<file path="src/rtl/key_input_conditioner_pkg.sv">
// Shared definitions for the push-button conditioning block.
// Contents:
//   chan_state_e - per-channel FSM encoding (IDLE / HELD / REPEATING)
//   DEF_*        - default timing constants for a 50 MHz clock
package key_input_conditioner_pkg;

  typedef enum logic [1:0] {
    ST_IDLE      = 2'b00,
    ST_HELD      = 2'b01,
    ST_REPEATING = 2'b10
  } chan_state_e;

  localparam int unsigned DEF_NUM_KEYS        = 32'd4;
  localparam int unsigned DEF_DEBOUNCE_CYCLES = 32'd500000;   // 10 ms
  localparam int unsigned DEF_REPEAT_DELAY    = 32'd25000000; // 0.5 s
  localparam int unsigned DEF_REPEAT_PERIOD   = 32'd5000000;  // 0.1 s
  localparam int unsigned DEF_CNT_W           = 32'd26;

endpackage

</file>
<file path="src/rtl/key_input_conditioner_debounce_channel.sv">
// One key channel: 2-flop synchronizer, debounce counter, channel FSM and
// hold-to-repeat counter. All outputs are registered.
// Ports:
//   clk, rst       - clock, asynchronous active-low reset
//   key_n_i        - raw active-low key pin (asynchronous)
//   repeat_en_i    - enable for hold-to-repeat pulses
//   level_o        - debounced level, 1 = pressed
//   press_o        - 1-cycle pulse on accepted press
//   release_o      - 1-cycle pulse on accepted release
//   repeat_o       - 1-cycle auto-repeat pulse
//   press_next_o   - next-state value of press_o (feeds the shared any_press flop)
module key_debounce_channel
  import key_input_conditioner_pkg::*;
#(
  parameter int unsigned DEBOUNCE_CYCLES = DEF_DEBOUNCE_CYCLES,
  parameter int unsigned REPEAT_DELAY    = DEF_REPEAT_DELAY,
  parameter int unsigned REPEAT_PERIOD   = DEF_REPEAT_PERIOD,
  parameter int unsigned CNT_W           = DEF_CNT_W
) (
  input  logic clk,
  input  logic rst,
  input  logic key_n_i,
  input  logic repeat_en_i,
  output logic level_o,
  output logic press_o,
  output logic release_o,
  output logic repeat_o,
  output logic press_next_o
);

  localparam logic [CNT_W-1:0] DB_LAST  = CNT_W'(DEBOUNCE_CYCLES - 32'd1);
  localparam logic [CNT_W-1:0] RD_LAST  = CNT_W'(REPEAT_DELAY - 32'd1);
  localparam logic [CNT_W-1:0] RP_LAST  = CNT_W'(REPEAT_PERIOD - 32'd1);
  localparam logic [CNT_W-1:0] CNT_MAX  = {CNT_W{1'b1}};
  localparam logic [CNT_W-1:0] CNT_ZERO = {CNT_W{1'b0}};

  // Counters stick at all-ones instead of wrapping.
  function automatic logic [CNT_W-1:0] sat_inc(input logic [CNT_W-1:0] v);
    return (v == CNT_MAX) ? v : v + CNT_W'(1);
  endfunction

  logic             sync1_q, sync2_q;
  logic             s_s, accept_s;
  logic [CNT_W-1:0] db_cnt_q, db_cnt_d;
  logic [CNT_W-1:0] rp_cnt_q, rp_cnt_d;
  logic             level_q, level_d;
  chan_state_e      state_q, state_d;
  logic             press_q, press_d;
  logic             release_q, release_d;
  logic             repeat_q, repeat_d;

  // Two-flop synchronizer; flops reset to 1 so a reset reads as "released".
  always_ff @(posedge clk or negedge rst) begin
    if (!rst) begin
      sync1_q <= 1'b1;
      sync2_q <= 1'b1;
    end else begin
      sync1_q <= key_n_i;
      sync2_q <= sync1_q;
    end
  end

  // Debounce: count consecutive cycles where the synchronized key disagrees
  // with the accepted level; any agreeing cycle restarts the count.
  always_comb begin
    s_s      = ~sync2_q;
    accept_s = 1'b0;
    db_cnt_d = db_cnt_q;
    level_d  = level_q;
    if (s_s == level_q) begin
      db_cnt_d = CNT_ZERO;
    end else if (db_cnt_q == DB_LAST) begin
      accept_s = 1'b1;
      db_cnt_d = CNT_ZERO;
      level_d  = ~level_q;
    end else begin
      db_cnt_d = sat_inc(db_cnt_q);
    end
  end

  // Channel FSM and repeat counter; an accepted release takes priority over
  // a repeat that would fire in the same cycle.
  always_comb begin
    state_d   = state_q;
    rp_cnt_d  = rp_cnt_q;
    press_d   = 1'b0;
    release_d = 1'b0;
    repeat_d  = 1'b0;
    case (state_q)
      ST_IDLE: begin
        rp_cnt_d = CNT_ZERO;
        if (accept_s && s_s) begin
          state_d = ST_HELD;
          press_d = 1'b1;
        end else begin
          state_d = ST_IDLE;
        end
      end
      ST_HELD, ST_REPEATING: begin
        if (accept_s && !s_s) begin
          state_d   = ST_IDLE;
          release_d = 1'b1;
          rp_cnt_d  = CNT_ZERO;
        end else if (!repeat_en_i) begin
          rp_cnt_d = CNT_ZERO;
        end else if (rp_cnt_q == ((state_q == ST_HELD) ? RD_LAST : RP_LAST)) begin
          state_d  = ST_REPEATING;
          repeat_d = 1'b1;
          rp_cnt_d = CNT_ZERO;
        end else begin
          rp_cnt_d = sat_inc(rp_cnt_q);
        end
      end
      default: begin
        state_d  = ST_IDLE;
        rp_cnt_d = CNT_ZERO;
      end
    endcase
  end

  // State, counter and output registers.
  always_ff @(posedge clk or negedge rst) begin
    if (!rst) begin
      db_cnt_q  <= CNT_ZERO;
      rp_cnt_q  <= CNT_ZERO;
      level_q   <= 1'b0;
      state_q   <= ST_IDLE;
      press_q   <= 1'b0;
      release_q <= 1'b0;
      repeat_q  <= 1'b0;
    end else begin
      db_cnt_q  <= db_cnt_d;
      rp_cnt_q  <= rp_cnt_d;
      level_q   <= level_d;
      state_q   <= state_d;
      press_q   <= press_d;
      release_q <= release_d;
      repeat_q  <= repeat_d;
    end
  end

  assign level_o      = level_q;
  assign press_o      = press_q;
  assign release_o    = release_q;
  assign repeat_o     = repeat_q;
  assign press_next_o = press_d;

endmodule

</file>
<file path="src/rtl/key_input_conditioner.sv">
// Conditions the active-low push-buttons: synchronize, debounce, and
// produce level / press / release / auto-repeat outputs per key.
// Ports:
//   clk, rst     - clock, asynchronous active-low reset
//   key_n        - raw active-low key pins
//   repeat_en    - per-key hold-to-repeat enable
//   key_level    - debounced level, 1 = pressed
//   key_press    - 1-cycle press pulses
//   key_release  - 1-cycle release pulses
//   key_repeat   - 1-cycle auto-repeat pulses
//   any_press    - OR of key_press (registered, aligned with key_press)
module key_input_conditioner
  import key_input_conditioner_pkg::*;
#(
  parameter int unsigned NUM_KEYS        = DEF_NUM_KEYS,
  parameter int unsigned DEBOUNCE_CYCLES = DEF_DEBOUNCE_CYCLES,
  parameter int unsigned REPEAT_DELAY    = DEF_REPEAT_DELAY,
  parameter int unsigned REPEAT_PERIOD   = DEF_REPEAT_PERIOD,
  parameter int unsigned CNT_W           = DEF_CNT_W
) (
  input  logic                clk,
  input  logic                rst,
  input  logic [NUM_KEYS-1:0] key_n,
  input  logic [NUM_KEYS-1:0] repeat_en,
  output logic [NUM_KEYS-1:0] key_level,
  output logic [NUM_KEYS-1:0] key_press,
  output logic [NUM_KEYS-1:0] key_release,
  output logic [NUM_KEYS-1:0] key_repeat,
  output logic                any_press
);

  logic [NUM_KEYS-1:0] press_next_s;
  logic                any_press_q;

  for (genvar g = 0; g < NUM_KEYS; g++) begin : g_chan
    key_debounce_channel #(
      .DEBOUNCE_CYCLES (DEBOUNCE_CYCLES),
      .REPEAT_DELAY    (REPEAT_DELAY),
      .REPEAT_PERIOD   (REPEAT_PERIOD),
      .CNT_W           (CNT_W)
    ) u_chan (
      .clk          (clk),
      .rst          (rst),
      .key_n_i      (key_n[g]),
      .repeat_en_i  (repeat_en[g]),
      .level_o      (key_level[g]),
      .press_o      (key_press[g]),
      .release_o    (key_release[g]),
      .repeat_o     (key_repeat[g]),
      .press_next_o (press_next_s[g])
    );
  end

  // Registered from the channels' next-state press bits so it lines up
  // with key_press in the same cycle.
  always_ff @(posedge clk or negedge rst) begin
    if (!rst) begin
      any_press_q <= 1'b0;
    end else begin
      any_press_q <= |press_next_s;
    end
  end

  assign any_press = any_press_q;

endmodule

</file>
<file path="config.mk">
export PLATFORM = sky130hd
export DESIGN_NAME = key_input_conditioner
export DESIGN_NICKNAME = d
export VERILOG_FILES = /design/src/rtl/key_input_conditioner_pkg.sv /design/src/rtl/key_input_conditioner_debounce_channel.sv /design/src/rtl/key_input_conditioner.sv
export SDC_FILE = /design/constraint.sdc
export NUM_CORES = 1
export LEC_CHECK = 0
export ABC_AREA = 1
export CELL_PAD_IN_SITES_DETAIL_PLACEMENT = 1
export CELL_PAD_IN_SITES_GLOBAL_PLACEMENT = 1
export CORE_ASPECT_RATIO = 0.9
export CORE_UTILIZATION = 47
export CTS_CLUSTER_SIZE = 10
export DETAILED_ROUTE_END_ITERATION = 8
export MAX_ROUTING_LAYER = met4
export PLACE_DENSITY = 0.93
export SYNTH_ARGS = -nofsm -noshare
export SYNTH_HDL_FRONTEND = slang
export SYNTH_SLANG_ARGS = --single-unit
</file>
<file path="constraint.sdc">
create_clock -name clk -period 2 [get_ports clk]
set_clock_uncertainty 0.15 [all_clocks]
set_input_delay 0.2 -clock clk [delete_from_list [all_inputs] [get_ports clk]]
set_output_delay 0.2 -clock clk [all_outputs]
set_load 0.02 [all_outputs]
</file>
==> impl_metrics.csv <==
group,metric,value,unit
clock_network,clk_latency,0.60,ns
placement,dp_cells,2804,
setup_path,cp-end-kind,"register",
final_layout,fin_cells,2935,
min_path,min_from,"g_chan[1].u_chan.sync1_q",
sta,hold_viol_final,0,
setup_path,r2r_slack,-0.62,ns
synthesis,synth_edf_count,0,
route,drc,0,
global_routing,antenna_found_initial,3,
final_layout,fill_cells,4170,
route,drtIter0Drc,2099,
setup_path,worstPathCellList,"nand2_1 -> nor2_1 -> nand3_1 -> nor3_1 -> nand2_1 -> o211ai_1 -> nand2_1",
sta,max_slew_margin,0.546,
sta,drv_slew,0,
final_layout,final_core_util,0.593,
sta,rsz0062_at_grt,"yes",
synthesis,synth-main-ff-cell,"dfrtp_1",
setup_path,cpMostUsedCell,"nand2_1",
min_path,min_path_cells,0,
synthesis,synth-seq-cells,241,
sta,setup_viol,150,
floorplan,io_pins,27,
global_routing,grt.overflow.total,0,
setup_path,worstPathRequired,2.24,ns
final_layout,nets,2517,
final_layout,multi_input_area,0.00923,mm2
synthesis,synth_top_area_share,0.369,
route,viasPerCell,6.39,
setup_path,cp.arrival,2.85,ns
clock_network,clkTransAtPathRegs,0.07,ns
synthesis,yosys.area.top_type,"dfrtp_1",
route,vias,18700,
global_routing,grt_pass1_wl,92.7,mm
sta,max_freq,382,MHz
power_and_ir_drop,ir_drop,0.591,mV
setup_path,worstSetupStartpointType,"register",
clock_network,clockRootBuffer,"clkbuf_16",
power_and_ir_drop,power_leakage,9.47,nW
floorplan,die_area,0.0343,mm2
clock_network,cts.sinks,241,
status,violations,"setup timing",
final_layout,seq_area,0.00606,mm2
sta,tightest_slew,0.679,ns
floorplan,core_area,0.0330,mm2
synthesis,synthCells,2307,
sta,fin_ws,-0.618,ns
setup_path,critPathMaxStageDelay,0.44,ns
synthesis,async_reset_ff_frac,1.00,
status,status,"finished with violations",
clock_network,clock_path_buffers,3,
setup_path,cpMaxStageDelayCell,"dfrtp_1",
clock_network,htreeDepth,1,
synthesis,syn_area,0.0158,mm2
route,drt_first_pass_iters,5,
global_routing,grt_usage,0.343,
route,ant_nets,0,
setup_path,crit_type,"register to register",
route,drt_wl_total,72.3,mm
final_layout,area_growth,24.0,%
placement,hpwl,37.8,mm
setup_path,r2r-start,"g_chan[3].u_chan.db_cnt_q[5]",
min_path,min_to,"g_chan[1].u_chan.sync2_q",
clock_network,cts_tree,"yes",
sta,post-route-period-util,1.31,
clock_network,numCtsBuffers,30,
global_routing,grt_max_degree,55,
power_and_ir_drop,p_per_area,550,mW/mm2
floorplan,rows,63,
synthesis,synth_fp_nets,2337,
min_path,hp-class,"register to register",
setup_path,regToRegEndpoint,"g_chan[3].u_chan.db_cnt_q[25]",
job,cap_violations,0,
synthesis,synth.avg_cell_area,6.85,um2
route,wire_per_inst,24.6,um
synthesis,ys_seq_area_frac,0.382,
floorplan,die_y,176,um
global_routing,grt_pass1_vias,17800,
placement,pre_cts_slack,-0.233,ns
floorplan,dieWidth,195,um
sta,fin_crit,2.62,ns
synthesis,ys_types,46,
setup_path,worstRegToRegCells,7,
final_layout,final_layout_size_suffix_gt1_frac,0.202,
synthesis,yosys_warnings,0,
floorplan,start_util,0.478,
placement,place.gp.congestion,0.968,
synthesis,synthTopCellsByArea,"dfrtp_1, nand2_1, nand3_1",
placement,portBuffers,26,
setup_path,worstPathMaxFanout,5,
layout by cell type (no fill, tap or decap), types with 14 or more instances in the layout:
cell type / instances
buf_4: 135
inv_2: 18
a21oi_1: 21
o21ai_0: 54
dfrtp_2: 15
nor2_2: 36
clkdlybuf4s50_1: 21
nand2_1: 674
clkbuf_1: 15
nand3_1: 238
nor3_1: 48
nand2_2: 40
nor2_4: 49
nor2_1: 275
o31ai_1: 14
clkbuf_16: 32
buf_12: 17
nand4_1: 76
nand3_2: 32
or2_2: 21
dfrtp_1: 218
nand2_4: 32
xor2_1: 22
inv_1: 257
logic make-up after synthesis:
group,synth area share
buf+inv,0.0932
simple gates,0.446
flops,0.382
fa+ha+maj,0.0158
xor+xnor,0.0161
compound gates,0.0460
layout make-up:
type,count,share of cell area
Inverter,280,0.0542
Tap cell,422,0.0269
Antenna cell,3,0.000383
Timing Repair Buffer,191,0.0905
Multi-Input combinational cell,1743,0.471
Clock buffer,52,0.0467
Sequential cell,241,0.309
Clock inverter,3,0.000958
critical path, delay by kind of cell, from the launching register on:
family | cells | cell delay (ns)
DFF | 1 | 0.44
and+or+nand+nor | 6 | 1.69
AOI/OAI and AO/OA | 1 | 0.13
power by group:
group / switching [mW] / total [mW] / internal, mW
Sequential: 0.0327 / 4.94 / 4.91
Clock: 2.39 / 5.46 / 3.07
Combinational: 0.264 / 0.386 / 0.122
Total: 2.68 / 10.8 / 8.10
registers in the layout (all words and copies together), names as in the netlist:
register	flops
g_chan.u_chan.sync1_q	4
any_press	1
g_chan.u_chan.repeat_o	4
g_chan.u_chan.rp_cnt_q	104
g_chan.u_chan.press_o	4
g_chan.u_chan.level_o	4
g_chan.u_chan.sync2_q	4
g_chan.u_chan.state_q	8
g_chan.u_chan.release_o	4
g_chan.u_chan.db_cnt_q	104
what timing repair did:
item,4_1_cts,5_1_grt
setup endpoints to repair,115,181
setup buffers,8,48
hold buffers,7,0
hold endpoints to repair,239,0
pin swaps,13,62
cloned,8,3
gates resized for setup,38,226
worst max path at each step:
| stage | from | to | slack, ns | cells past startpoint |
|---|---|---|---|---|
| floorplan | g_chan[3].u_chan.db_cnt_q[0] | g_chan[3].u_chan.rp_cnt_q[18] | 0.17 | 11 |
| global placement | g_chan[2].u_chan.rp_cnt_q[0] | g_chan[2].u_chan.rp_cnt_q[15] | -0.06 | 10 |
| detailed placement | g_chan[3].u_chan.state_q[1] | g_chan[3].u_chan.rp_cnt_q[18] | -0.23 | 12 |
| CTS | g_chan[0].u_chan.state_q[1] | g_chan[0].u_chan.rp_cnt_q[25] | 0.002 | 12 |
| global route | g_chan[3].u_chan.db_cnt_q[5] | g_chan[3].u_chan.db_cnt_q[25] | -0.70 | 7 |
| finish | g_chan[3].u_chan.db_cnt_q[5] | g_chan[3].u_chan.db_cnt_q[25] | -0.62 | 7 |
cell usage after synthesis (21+ instances only):
cell and number:
nand2_1 720, nor2_1 306, inv_1 271, nand3_1 258, dfrtp_1 233, nand4_1 76, o21ai_0 64, nor3_1 57
nor2_2 33, a21oi_1 22, nand2_2 22, xor2_1 22, or2_2 21
through the flow:
step / power (mW) / cell area, um2 / setup TNS (ns) / hold WS, ns
finish: 10.8 / 19600 / -20.04 / 0.205
global route: 11.0 / 19600 / -33.40 / 0.208
CTS: 10.6 / 18300 / 0 / 0.207
detailed placement: 5.35 / 17000 / -13.89 / 0.00117
global placement: 5.33 / 17000 / -1.74 / -0.00401
floorplan: 5.11 / 15800 / 0 / -0.246
layer usage:
| layer | part of all wire | global-route usage | up-vias |
|---|---|---|---|
| met5 | 0 | - | - |
| met4 | 0.071 | 0.122 | 0 |
| met3 | 0.094 | 0.0486 | 524 |
| met2 | 0.47 | 0.581 | 1342 |
| met1 | 0.36 | 0.419 | 9127 |
| li1 | - | - | 7755 |
Power figures use the tool's default switching activity.
